**src/rtl/mstart_pkg.sv**
```systemverilog
`default_nettype none
// ============================================================================
//  Module      : mstart_pkg
//  Description : Shared types, default parameters and helpers for the
//                master-start sync transmitter (mstart_sync_gen).
//                Contents:
//                  state_t        - transmitter FSM state encoding
//                  PW_DEF         - default counter width
//                  RST_LEN_DEF    - default receiver-reset burst length
//                  MIN_PER_DEF    - default minimum frame period
//                  clamp_period() - lower-bounds a requested frame period
//  Revision    : 1.0 - initial release
// ============================================================================
package mstart_pkg;

  typedef enum logic [1:0] {
    IDLE = 2'd0,
    RST  = 2'd1,
    RUN  = 2'd2
  } state_t;

  localparam int PW_DEF      = 16;
  localparam int RST_LEN_DEF = 4;
  localparam int MIN_PER_DEF = 2;

  // Periods are handled as 32-bit values here, so counter widths up to
  // 32 bits are supported by the callers.
  function automatic logic [31:0] clamp_period(input logic [31:0] period,
                                               input logic [31:0] min_per);
    return (period < min_per) ? min_per : period;
  endfunction

endpackage : mstart_pkg
`default_nettype wire

```
**src/rtl/mstart_tap.sv**
```systemverilog
`default_nettype none
// ============================================================================
//  Module      : mstart_tap
//  Description : Offset pulse tap. Emits a one-cycle registered pulse in the
//                cycle where the frame counter equals the programmed offset.
//                The parent feeds the *next* counter value and *next* run
//                flag so the pulse lines up with the registered counter.
//  Ports       :
//    clk   in   system clock
//    rstb  in   asynchronous active-low reset
//    cnt   in   next-cycle frame counter value
//    dly   in   programmed offset
//    run   in   next-cycle RUN indication
//    pulse out  registered offset pulse
//  Revision    : 1.0 - initial release
// ============================================================================
module mstart_tap
  import mstart_pkg::*;
#(
  parameter int PW = PW_DEF
) (
  input  logic          clk,
  input  logic          rstb,
  input  logic [PW-1:0] cnt,
  input  logic [PW-1:0] dly,
  input  logic          run,
  output logic          pulse
);

  always_ff @(posedge clk or negedge rstb) begin
    if (!rstb) begin
      pulse <= 1'b0;
    end else begin
      pulse <= run && (cnt == dly);
    end
  end

endmodule : mstart_tap
`default_nettype wire

```
**src/rtl/mstart_sync_gen.sv**
```systemverilog
`default_nettype none
// ============================================================================
//  Module      : mstart_sync_gen
//  Description : Master-start sync transmitter. On an accepted start it
//                drives a receiver-reset burst of RST_LEN cycles on rst_o,
//                then a periodic frame: sync0_o at frame start (cnt==0),
//                sync1_o / sync2_o at the latched offsets. A stop request is
//                remembered and honoured at the end of the current frame
//                (or at the end of the reset burst).
//  Build macro : MSTART_BURST_EN - adds burst_i; a non-zero burst count
//                ends the run after that many frames.
//  Ports       :
//    clk          in   system clock
//    rstb         in   asynchronous active-low reset
//    start_i      in   start request (accepted only in IDLE)
//    stop_i       in   stop request
//    period_i     in   frame period, latched on start accept
//    dly1_i       in   sync1 offset, latched on start accept
//    dly2_i       in   sync2 offset, latched on start accept
//    burst_i      in   frame count limit (MSTART_BURST_EN only)
//    ready_o      out  high in IDLE
//    busy_o       out  high in RST and RUN
//    rst_o        out  receiver reset strobe
//    sync0_o      out  frame-start pulse
//    sync1_o      out  offset pulse 1
//    sync2_o      out  offset pulse 2
//    frame_cnt_o  out  frames started since last start accept
//  Revision    : 1.0 - initial release
// ============================================================================
module mstart_sync_gen
  import mstart_pkg::*;
#(
  parameter int PW      = PW_DEF,
  parameter int RST_LEN = RST_LEN_DEF,
  parameter int MIN_PER = MIN_PER_DEF
) (
  input  logic          clk,
  input  logic          rstb,
  input  logic          start_i,
  input  logic          stop_i,
  input  logic [PW-1:0] period_i,
  input  logic [PW-1:0] dly1_i,
  input  logic [PW-1:0] dly2_i,
`ifdef MSTART_BURST_EN
  input  logic [15:0]   burst_i,
`endif
  output logic          ready_o,
  output logic          busy_o,
  output logic          rst_o,
  output logic          sync0_o,
  output logic          sync1_o,
  output logic          sync2_o,
  output logic [31:0]   frame_cnt_o
);

  // Reset-burst counter width; RST_LEN must be at least 1.
  localparam int RW = (RST_LEN > 1) ? $clog2(RST_LEN) : 1;

  state_t        state;
  state_t        state_nxt;
  logic [PW-1:0] cnt;
  logic [PW-1:0] cnt_nxt;
  logic [RW-1:0] rcnt;
  logic [RW-1:0] rcnt_nxt;
  logic [PW-1:0] per_q;
  logic [PW-1:0] d1_q;
  logic [PW-1:0] d2_q;
  logic          stop_pend;
  logic          accept;
  logic          burst_done;
  logic          run_nxt;
  logic          sync0_nxt;

`ifdef MSTART_BURST_EN
  logic [15:0]   burst_q;
  // frame_cnt_o counts sync0 pulses issued, so reaching the burst count in
  // the last cycle of a frame means this frame is the final one.
  assign burst_done = (burst_q != 16'd0) && (frame_cnt_o == {16'd0, burst_q});
`else
  assign burst_done = 1'b0;
`endif

  // --------------------------------------------------------------------------
  // State register
  // --------------------------------------------------------------------------
  always_ff @(posedge clk or negedge rstb) begin
    if (!rstb) begin
      state <= IDLE;
    end else begin
      state <= state_nxt;
    end
  end

  // --------------------------------------------------------------------------
  // Next-state and counter logic
  // --------------------------------------------------------------------------
  always_comb begin
    state_nxt = state;
    cnt_nxt   = cnt;
    rcnt_nxt  = rcnt;
    accept    = 1'b0;
    case (state)
      IDLE: begin
        // A simultaneous stop cancels the start request.
        if (start_i && !stop_i) begin
          accept    = 1'b1;
          state_nxt = RST;
          rcnt_nxt  = '0;
          cnt_nxt   = '0;
        end
      end
      RST: begin
        if (rcnt == RW'(RST_LEN - 1)) begin
          rcnt_nxt  = '0;
          cnt_nxt   = '0;
          state_nxt = stop_pend ? IDLE : RUN;
        end else begin
          rcnt_nxt = rcnt + RW'(1);
        end
      end
      RUN: begin
        if (cnt == per_q - PW'(1)) begin
          cnt_nxt = '0;
          if (stop_pend || burst_done) begin
            state_nxt = IDLE;
          end
        end else begin
          cnt_nxt = cnt + PW'(1);
        end
      end
      default: begin
        state_nxt = IDLE;
        cnt_nxt   = '0;
        rcnt_nxt  = '0;
      end
    endcase
  end

  // Outputs are registered from next-state values so each strobe is aligned
  // with the counter value it describes.
  assign run_nxt   = (state_nxt == RUN);
  assign sync0_nxt = run_nxt && (cnt_nxt == '0);

  // --------------------------------------------------------------------------
  // Datapath, configuration capture and registered outputs
  // --------------------------------------------------------------------------
  always_ff @(posedge clk or negedge rstb) begin
    if (!rstb) begin
      cnt         <= '0;
      rcnt        <= '0;
      per_q       <= PW'(MIN_PER);
      d1_q        <= '0;
      d2_q        <= '0;
      stop_pend   <= 1'b0;
      frame_cnt_o <= '0;
      ready_o     <= 1'b1;
      busy_o      <= 1'b0;
      rst_o       <= 1'b0;
      sync0_o     <= 1'b0;
`ifdef MSTART_BURST_EN
      burst_q     <= '0;
`endif
    end else begin
      cnt  <= cnt_nxt;
      rcnt <= rcnt_nxt;

      if (accept) begin
        per_q       <= PW'(clamp_period(32'(period_i), 32'(MIN_PER)));
        d1_q        <= dly1_i;
        d2_q        <= dly2_i;
        frame_cnt_o <= '0;
        stop_pend   <= 1'b0;
`ifdef MSTART_BURST_EN
        burst_q     <= burst_i;
`endif
      end else begin
        if (sync0_nxt) begin
          frame_cnt_o <= frame_cnt_o + 32'd1;
        end
        // Stop is sticky while active and forgotten once back in IDLE.
        if (state_nxt == IDLE) begin
          stop_pend <= 1'b0;
        end else if (stop_i) begin
          stop_pend <= 1'b1;
        end
      end

      ready_o <= (state_nxt == IDLE);
      busy_o  <= (state_nxt != IDLE);
      rst_o   <= (state_nxt == RST);
      sync0_o <= sync0_nxt;
    end
  end

  // --------------------------------------------------------------------------
  // Offset taps
  // --------------------------------------------------------------------------
  mstart_tap #(
    .PW (PW)
  ) u_tap1 (
    .clk   (clk),
    .rstb  (rstb),
    .cnt   (cnt_nxt),
    .dly   (d1_q),
    .run   (run_nxt),
    .pulse (sync1_o)
  );

  mstart_tap #(
    .PW (PW)
  ) u_tap2 (
    .clk   (clk),
    .rstb  (rstb),
    .cnt   (cnt_nxt),
    .dly   (d2_q),
    .run   (run_nxt),
    .pulse (sync2_o)
  );

endmodule : mstart_sync_gen
`default_nettype wire

```
**config.mk**
```make
export PLATFORM = sky130hd
export DESIGN_NAME = mstart_sync_gen
export DESIGN_NICKNAME = d
export VERILOG_FILES = /design/src/rtl/mstart_pkg.sv /design/src/rtl/mstart_tap.sv /design/src/rtl/mstart_sync_gen.sv
export SDC_FILE = /design/constraint.sdc
export NUM_CORES = 1
export LEC_CHECK = 0
export ABC_AREA = 1
export CAP_MARGIN = 20
export CORE_ASPECT_RATIO = 0.9
export CORE_MARGIN = 2
export CORE_UTILIZATION = 50
export DETAILED_ROUTE_END_ITERATION = 8
export PLACE_DENSITY_LB_ADDON = 0.1
export SETUP_SLACK_MARGIN = 0.4
export SYNTH_ARGS = -nofsm -noshare
export SYNTH_HDL_FRONTEND = slang
export SYNTH_SLANG_ARGS = --single-unit
export TNS_END_PERCENT = 1
```
**constraint.sdc**
```tcl
create_clock -name clk -period 3.6 [get_ports clk]
set_input_delay 0.54 -clock clk [delete_from_list [all_inputs] [get_ports clk]]
set_output_delay 0.54 -clock clk [all_outputs]
set_load 0.03 [all_outputs]
```
==> run metrics <==
final net count 1176; DPL Wire Length 14.1 mm; sequential-to-total area share from yosys stat 0.369; cts bufs inserted 9; Synth area leaders dfrtp_1, nand2_1, inv_1; Via Count 6845; RSZ-0062 raised after global routing yes; multi-input logic area 3970 um2; Synth-to-Final Area Change 23.2%; Pleak 4.47 nW; Antenna Cells 0; yosys warns 0; number of global-route vias before repair 6192; DRC viols 0; Tcrit/Tclk final 0.861; DR pass1 iterations 5; Die H 118 um; Final WS setup 0.502 ns; Critical Path Max Stage Delay 0.56 ns; worst-path maximum fanout 8; TNS Setup 0 ns; Pins Over Slew Limit 0; Slew @ Worst Pin 1.10 ns; syn nets 1077; number of cell rows 41; Starting Density 0.515; minimum clock period after layout 3.10 ns; Post-Layout Inst Area 8940 um2; clock tree buffer depth 2; CP endpoint frame_cnt_o[16]; status finished, final reports clean; core area 14100 um2; DRT antenna net count 0; Avg Cell Area, Syn 7.11 um2; Placer Congestion 1.00; Filler cells 1294; top cells by count, synth nand2_1, inv_1, dfrtp_1; DIE AREA 15500 um2; Die X 131 um; detail-routed via count per cell 5.19; max cap viols 0; register area 2680 um2; initial DRC count 498; final setup vio count 0; GRT Util Overall 0.257; share of the synthesized area in the top cell type 0.362; mapped cell area 7260 um2; Max-slew headroom 0.269; Worst R2R Start per_q[1]; CP Launch Point per_q[1]; Primary FF master, synth dfrtp_1; Crit Path Class register to register; pwr dens 690 nW/um2; Max Fclk 323 MHz; initial antenna violation count 0; register bit total from synthesis 107; reg2reg end frame_cnt_o[16]; PortBufs 89; CTS sink count 107; H-tree depth 3; Worst Skew 0.0132 ns; Max rail drop VDD 435 uV; setup slack, reg-to-reg 0.50 ns; Setup WS pre-CTS 0.380 ns; Total Routed Length 19.8 mm; Root Buffer clkbuf_16; Critical Path Most Common Cell nand2_2; pin count of the biggest net entering global routing 94; R2R cell count 22; most instantiated library cell after synthesis nand2_1; first-pass GRT wire length 31.3 mm; crit end category register; cell taking the most area after synthesis dfrtp_1; CTS tree done; slowest cell on the critical path dfstp_2; Post-Place Cell Area 8250 um2; gr ovfl total 0; layout cells sized above 1 0.143; IO Pins 90; crit start category register; Clk Latency, worst-skew pair 0.37 ns; Yosys cell types 42; hold-fix buffers at CTS 0; EDFF count, synth 0; Hold Crit Class input pin to asynchronous set/reset pin; asr flop ratio synth 1.00; Clock transition at path regs 0.08 ns; Syn Inst Count 1021; final hold violation count 0; worst path cell trace inv_2 -> ha_4 -> or2_4 -> nand3_4 -> nor2_4 -> nand2_1 -> nor2_1 -> nand2_1 -> nor2_4 -> nand3_4 -> buf_12 -> buf_6 -> nand2_2 -> nand2_2 -> nand2_4 -> nand2_2 -> nor2_2 -> nand2_2 -> nor2_4 -> clkbuf_16 -> nand4_1 -> nand2_1; critical path required time 3.89 ns; DR WL/cell 15.0 um; Worst EP arrival 3.39 ns
through the flow:
stage | hold WS (ns) | instances | utilization | power (W)
global route | 0.285 | 1318 | 0.634 | 0.00665
detailed placement | 0.480 | 1277 | 0.585 | 0.00458
floorplan | 0.244 | 1021 | - | 0.00394
finish | 0.225 | 1318 | 0.634 | 0.00618
global placement | 0.475 | 1277 | 0.585 | 0.00456
CTS | 0.250 | 1293 | 0.607 | 0.00561
flip-flops by register name, indices dropped and copies added, names as in the netlist, 2 cells and up:
name         flops
rcnt             2
d2_q            16
frame_cnt_o     32
cnt             16
d1_q            16
per_q           16
state            2
kinds of logic (layout without fill, tap and decap cells):
logic type / after synthesis / after routing / synth area share
XOR/XNOR: 49 / 49 / 0.0610
buffers and inverters: 161 / 265 / 0.0964
adder cells (fa/ha/maj): 4 / 4 / 0.00690
flip-flops: 107 / 107 / 0.369
AO/OA/AOI/OAI: 44 / 44 / 0.0319
multiplexers: 1 / 1 / 0.00138
AND/OR/NAND/NOR: 655 / 655 / 0.433
layout by cell type, fill, tap and decap left out, types with 3 or more instances in the layout:
| cell | n |
|---|---|
| a21oi_1 | 4 |
| buf_12 | 4 |
| buf_4 | 20 |
| buf_6 | 5 |
| clkbuf_16 | 13 |
| clkdlybuf4s50_1 | 88 |
| dfrtp_1 | 105 |
| ha_1 | 3 |
| inv_1 | 119 |
| inv_2 | 7 |
| nand2_1 | 340 |
| nand2_2 | 31 |
| nand2_4 | 5 |
| nand3_1 | 45 |
| nand3_2 | 35 |
| nand3b_1 | 7 |
| nand4_1 | 45 |
| nor2_1 | 85 |
| nor2_2 | 12 |
| nor2_4 | 7 |
| nor3_1 | 20 |
| nor4_1 | 12 |
| o21ai_0 | 32 |
| xnor2_1 | 20 |
| xor2_1 | 28 |
routing by layer:
| layer | part of all wire | routed length, um | global-route usage | vias to the layer above |
|---|---|---|---|---|
| li1 | - | - | - | 3428 |
| met1 | 0.50 | 9970 | 0.399 | 3168 |
| met4 | 0.015 | 295 | 0.0685 | 0 |
| met2 | 0.42 | 8270 | 0.360 | 228 |
| met5 | 0 | 0 | 0 | - |
| met3 | 0.065 | 1300 | 0.0534 | 21 |
where the power goes:
part	leakage, nW	switching (W)	internal [W]
clock network	0.150	0.000503	0.000511
logic	2.94	0.00196	0.00128
registers	1.38	0.000361	0.00156
total	4.47	0.00282	0.00335
final cells by class:
type                       count  share of cell area
clock buffer                  10              0.0267
clock inverter                 6             0.00727
inverter                     128              0.0543
multi-input combinational    753               0.443
sequential                   107               0.300
tap                          193              0.0270
timing repair buffer         121               0.142
repair_timing:
action | in CTS | in global routing
setup endpoints to repair | 32 | 34
resized for setup | 1 | 35
pin swaps | 0 | 19
setup buffers | 0 | 19
gates cloned | 0 | 6
worst max-delay path: cells and delay by family, from the launching register on:
kind | cells | cell delay (ns)
and+or+nand+nor | 17 | 1.70
buffers and inverters | 4 | 0.52
adders and majority gates | 1 | 0.26
DFF | 1 | 0.56
how the worst min path moves through the flow:
stage / cells past startpoint / end / startpoint
detailed placement: 1 / rcnt[0] / rcnt[0]
finish: 1 / d2_q[11] / rstb
global route: 1 / d2_q[11] / rstb
floorplan: 0 / busy_o / rstb
global placement: 1 / rcnt[0] / rcnt[0]
CTS: 1 / d2_q[11] / rstb
Note: power is estimated with default switching activity, not from simulation.
==> edit: new RTL, same settings <==
Make the reset (`rstb`) synchronous in 3 clocked blocks. Comments in the files are not updated.
--- a/src/rtl/mstart_tap.sv
+++ b/src/rtl/mstart_tap.sv
@@ -27,7 +27,7 @@
   output logic          pulse
 );
 
-  always_ff @(posedge clk or negedge rstb) begin
+  always_ff @(posedge clk) begin
     if (!rstb) begin
       pulse <= 1'b0;
     end else begin
--- a/src/rtl/mstart_sync_gen.sv
+++ b/src/rtl/mstart_sync_gen.sv
@@ -83,7 +83,7 @@
   // --------------------------------------------------------------------------
   // State register
   // --------------------------------------------------------------------------
-  always_ff @(posedge clk or negedge rstb) begin
+  always_ff @(posedge clk) begin
     if (!rstb) begin
       state <= IDLE;
     end else begin
@@ -144,7 +144,7 @@
   // --------------------------------------------------------------------------
   // Datapath, configuration capture and registered outputs
   // --------------------------------------------------------------------------
-  always_ff @(posedge clk or negedge rstb) begin
+  always_ff @(posedge clk) begin
     if (!rstb) begin
       cnt         <= '0;
       rcnt        <= '0;
Function: differs if rstb is asserted again (counterexample within 4 cycles, from zero or initial values and one cycle with rstb low); with rstb held inactive, the same outputs for 10 cycles.
==> edit against the original RTL <==
Synthesized area fell by 12%. Sequential cell count did not move. Non-clock buffer count down 20. First-iteration DRC count grew 31%. Cell area is 12% lower. Routed wire length fell by 8.3%. Hold slack better by 0.25 ns. Critical path depth fell by 3. Worst setup slack improved by 0.13 ns. Clock skew decreased by 0.0013 ns. Critical path type unchanged. Critical endpoint is now frame_cnt_o[28]. Highest routed layer unchanged.
Power is not compared: it rests on default switching activity, and its combinational part moved more than twofold at a synthesized area within 25%.
==> edit: results (changes against the original RTL) <==
[grt]
grt_max_degree=57  ; was 94
grt_usage_pct=26.9  ; was 25.7%
grt_first_pass_wirelength_mm=29.3  ; was 31.3 mm
first_global_vias=5944  ; was 6192

[cells_and_area]
fillCellCount=1230  ; was 1294
nNetsFinal=1130  ; was 1176
layout-drive-gt1-share_pct=7.14  ; was 14.3%
antenna_cells=0  ; unchanged
largest_reg_flops=32  ; unchanged

[status]
status=finished, final reports clean  ; unchanged

[placement]
pre_cts_slack_ns=0.385  ; was 0.380 ns
dp.cells=1223  ; was 1277
hpwl_mm=13.5  ; was 14.1 mm
placed_area_sq_um=7420  ; was 8250 sq um
place_congestion=0.972  ; was 1.00

[critical_path]
critPathMaxFanout=16  ; was 8
slowest_stage=dfxtp_1  ; was dfstp_2
cp.arrival_ns=3.26  ; was 3.39 ns
cpPeakStageDelay_ns=0.35  ; was 0.56 ns

[hold_path]
hp-class=flip-flop to flip-flop  ; was input port to async pin

[synthesis]
synth-async-reset-ratio_pct=0  ; was 100%
synth_xor_xnor_area_share_pct=7.95  ; was 6.10%
synthCells=988  ; was 1021
synth_area_leaders=dfxtp_1 (34%), nand2_1 (16%), nand3_1 (7.3%)  ; was dfrtp_1 (36%), nand2_1 (18%), inv_1 (6.4%)
synth_warnings=0  ; unchanged
synthMuxAreaShare_pct=0  ; was 0.138%
synth_compound_area_share_pct=9.32  ; was 3.19%
synth.yosys.seq_area_share_pct=33.5  ; was 36.9%
yosys.area.top_type=dfxtp_1  ; was dfrtp_1
synth_cell_types=38  ; was 42
syn-num-nets=1044  ; was 1077
synth_common_cells=nand2_1 (280), nor2_1 (119), dfxtp_1 (107), nand3_1 (93), inv_1 (92)  ; was nand2_1 (349), inv_1 (123), dfrtp_1 (105), nor2_1 (89), nand3_1 (46)
yosys.area_share.adder_pct=0.783  ; was 0.690%

[detailed_routing]
first_pass_iters=7  ; was 5
drtIter0Drc=651  ; was 498
viasPerCell=5.32  ; was 5.19
wirelength_mm=18.2  ; was 19.8 mm
avgRoutedWirePerCell_um=14.6  ; was 15.0 um

[power_and_ir_drop]
seq_power_share_pct=48.2
p_leak_nw=3.27

[timing]
worst_pin_slew_ns=0.584  ; was 1.10 ns
fin_skew_ns=0.0119  ; was 0.0132 ns

[clocking]
cts_resized=0  ; was 1
clockRootBuffer=clkbuf_16  ; unchanged

[edit: cell count changes in the layout (fill, tap and decap cells not counted), moves of 18 or more]
cell	change
nand3_2	-26
inv_1	-27
nand2_2	-23
nand2_1	-60
nand4_1	-27
xor2_1	+18
nor2_1	+29
nand3_1	+47
a21oi_1	+41
dfrtp_1	-105
dfxtp_1	+105
[edit: tightest hold or removal path: cells and delay by family, from the launching register on]
kind | cells | cell delay, ns
DFF | 1 | 0.33
and+or+nand+nor | 2 | 0.11
[edit: cell families after synthesis]
family / count (synthesis)
compound gates: 110
fa+ha+maj: 4
xor+xnor: 58
flops: 107
simple gates: 580
buf+inv: 129
[edit: area by class of cell]
type	instances	area (sq um)	share of cell area, %
Sequential cell	107	2140	27.3
Clock inverter	6	58.8	0.747
Tap cell	164	205	2.61
Multi-Input combinational cell	753	3790	48.2
Timing Repair Buffer	101	1050	13.4
Clock buffer	10	229	2.91
Inverter	102	383	4.87
[edit: power groups by stage]
stage	Combinational, mW	Sequential, mW	Clock [mW]
after floorplan	0.224	1.27	0
after global placement	0.351	1.27	0
after detailed placement	0.353	1.27	0
after CTS	0.355	1.25	0.992
after global routing	0.410	1.25	1.05
final	0.362	1.25	0.979
[edit: worst paths after layout]
path | to | startpoint | slack (ns) | depth (start not counted)
max reg2reg | frame_cnt_o[28] | per_q[1] | 0.63 | 19
max | frame_cnt_o[28] | per_q[1] | 0.63 | 19
min reg2reg | per_q[15] | per_q[15] | 0.47 | 2
min | per_q[15] | per_q[15] | 0.47 | 2
[edit: per-layer routing]
metal	vias to the layer above	wire length, um	GRT usage (%)
met5	-	0	0
met4	0	189	5.91
met3	18	1470	5.92
met2	248	7460	38.1
met1	2974	9070	41.1
li1	3367	-	-
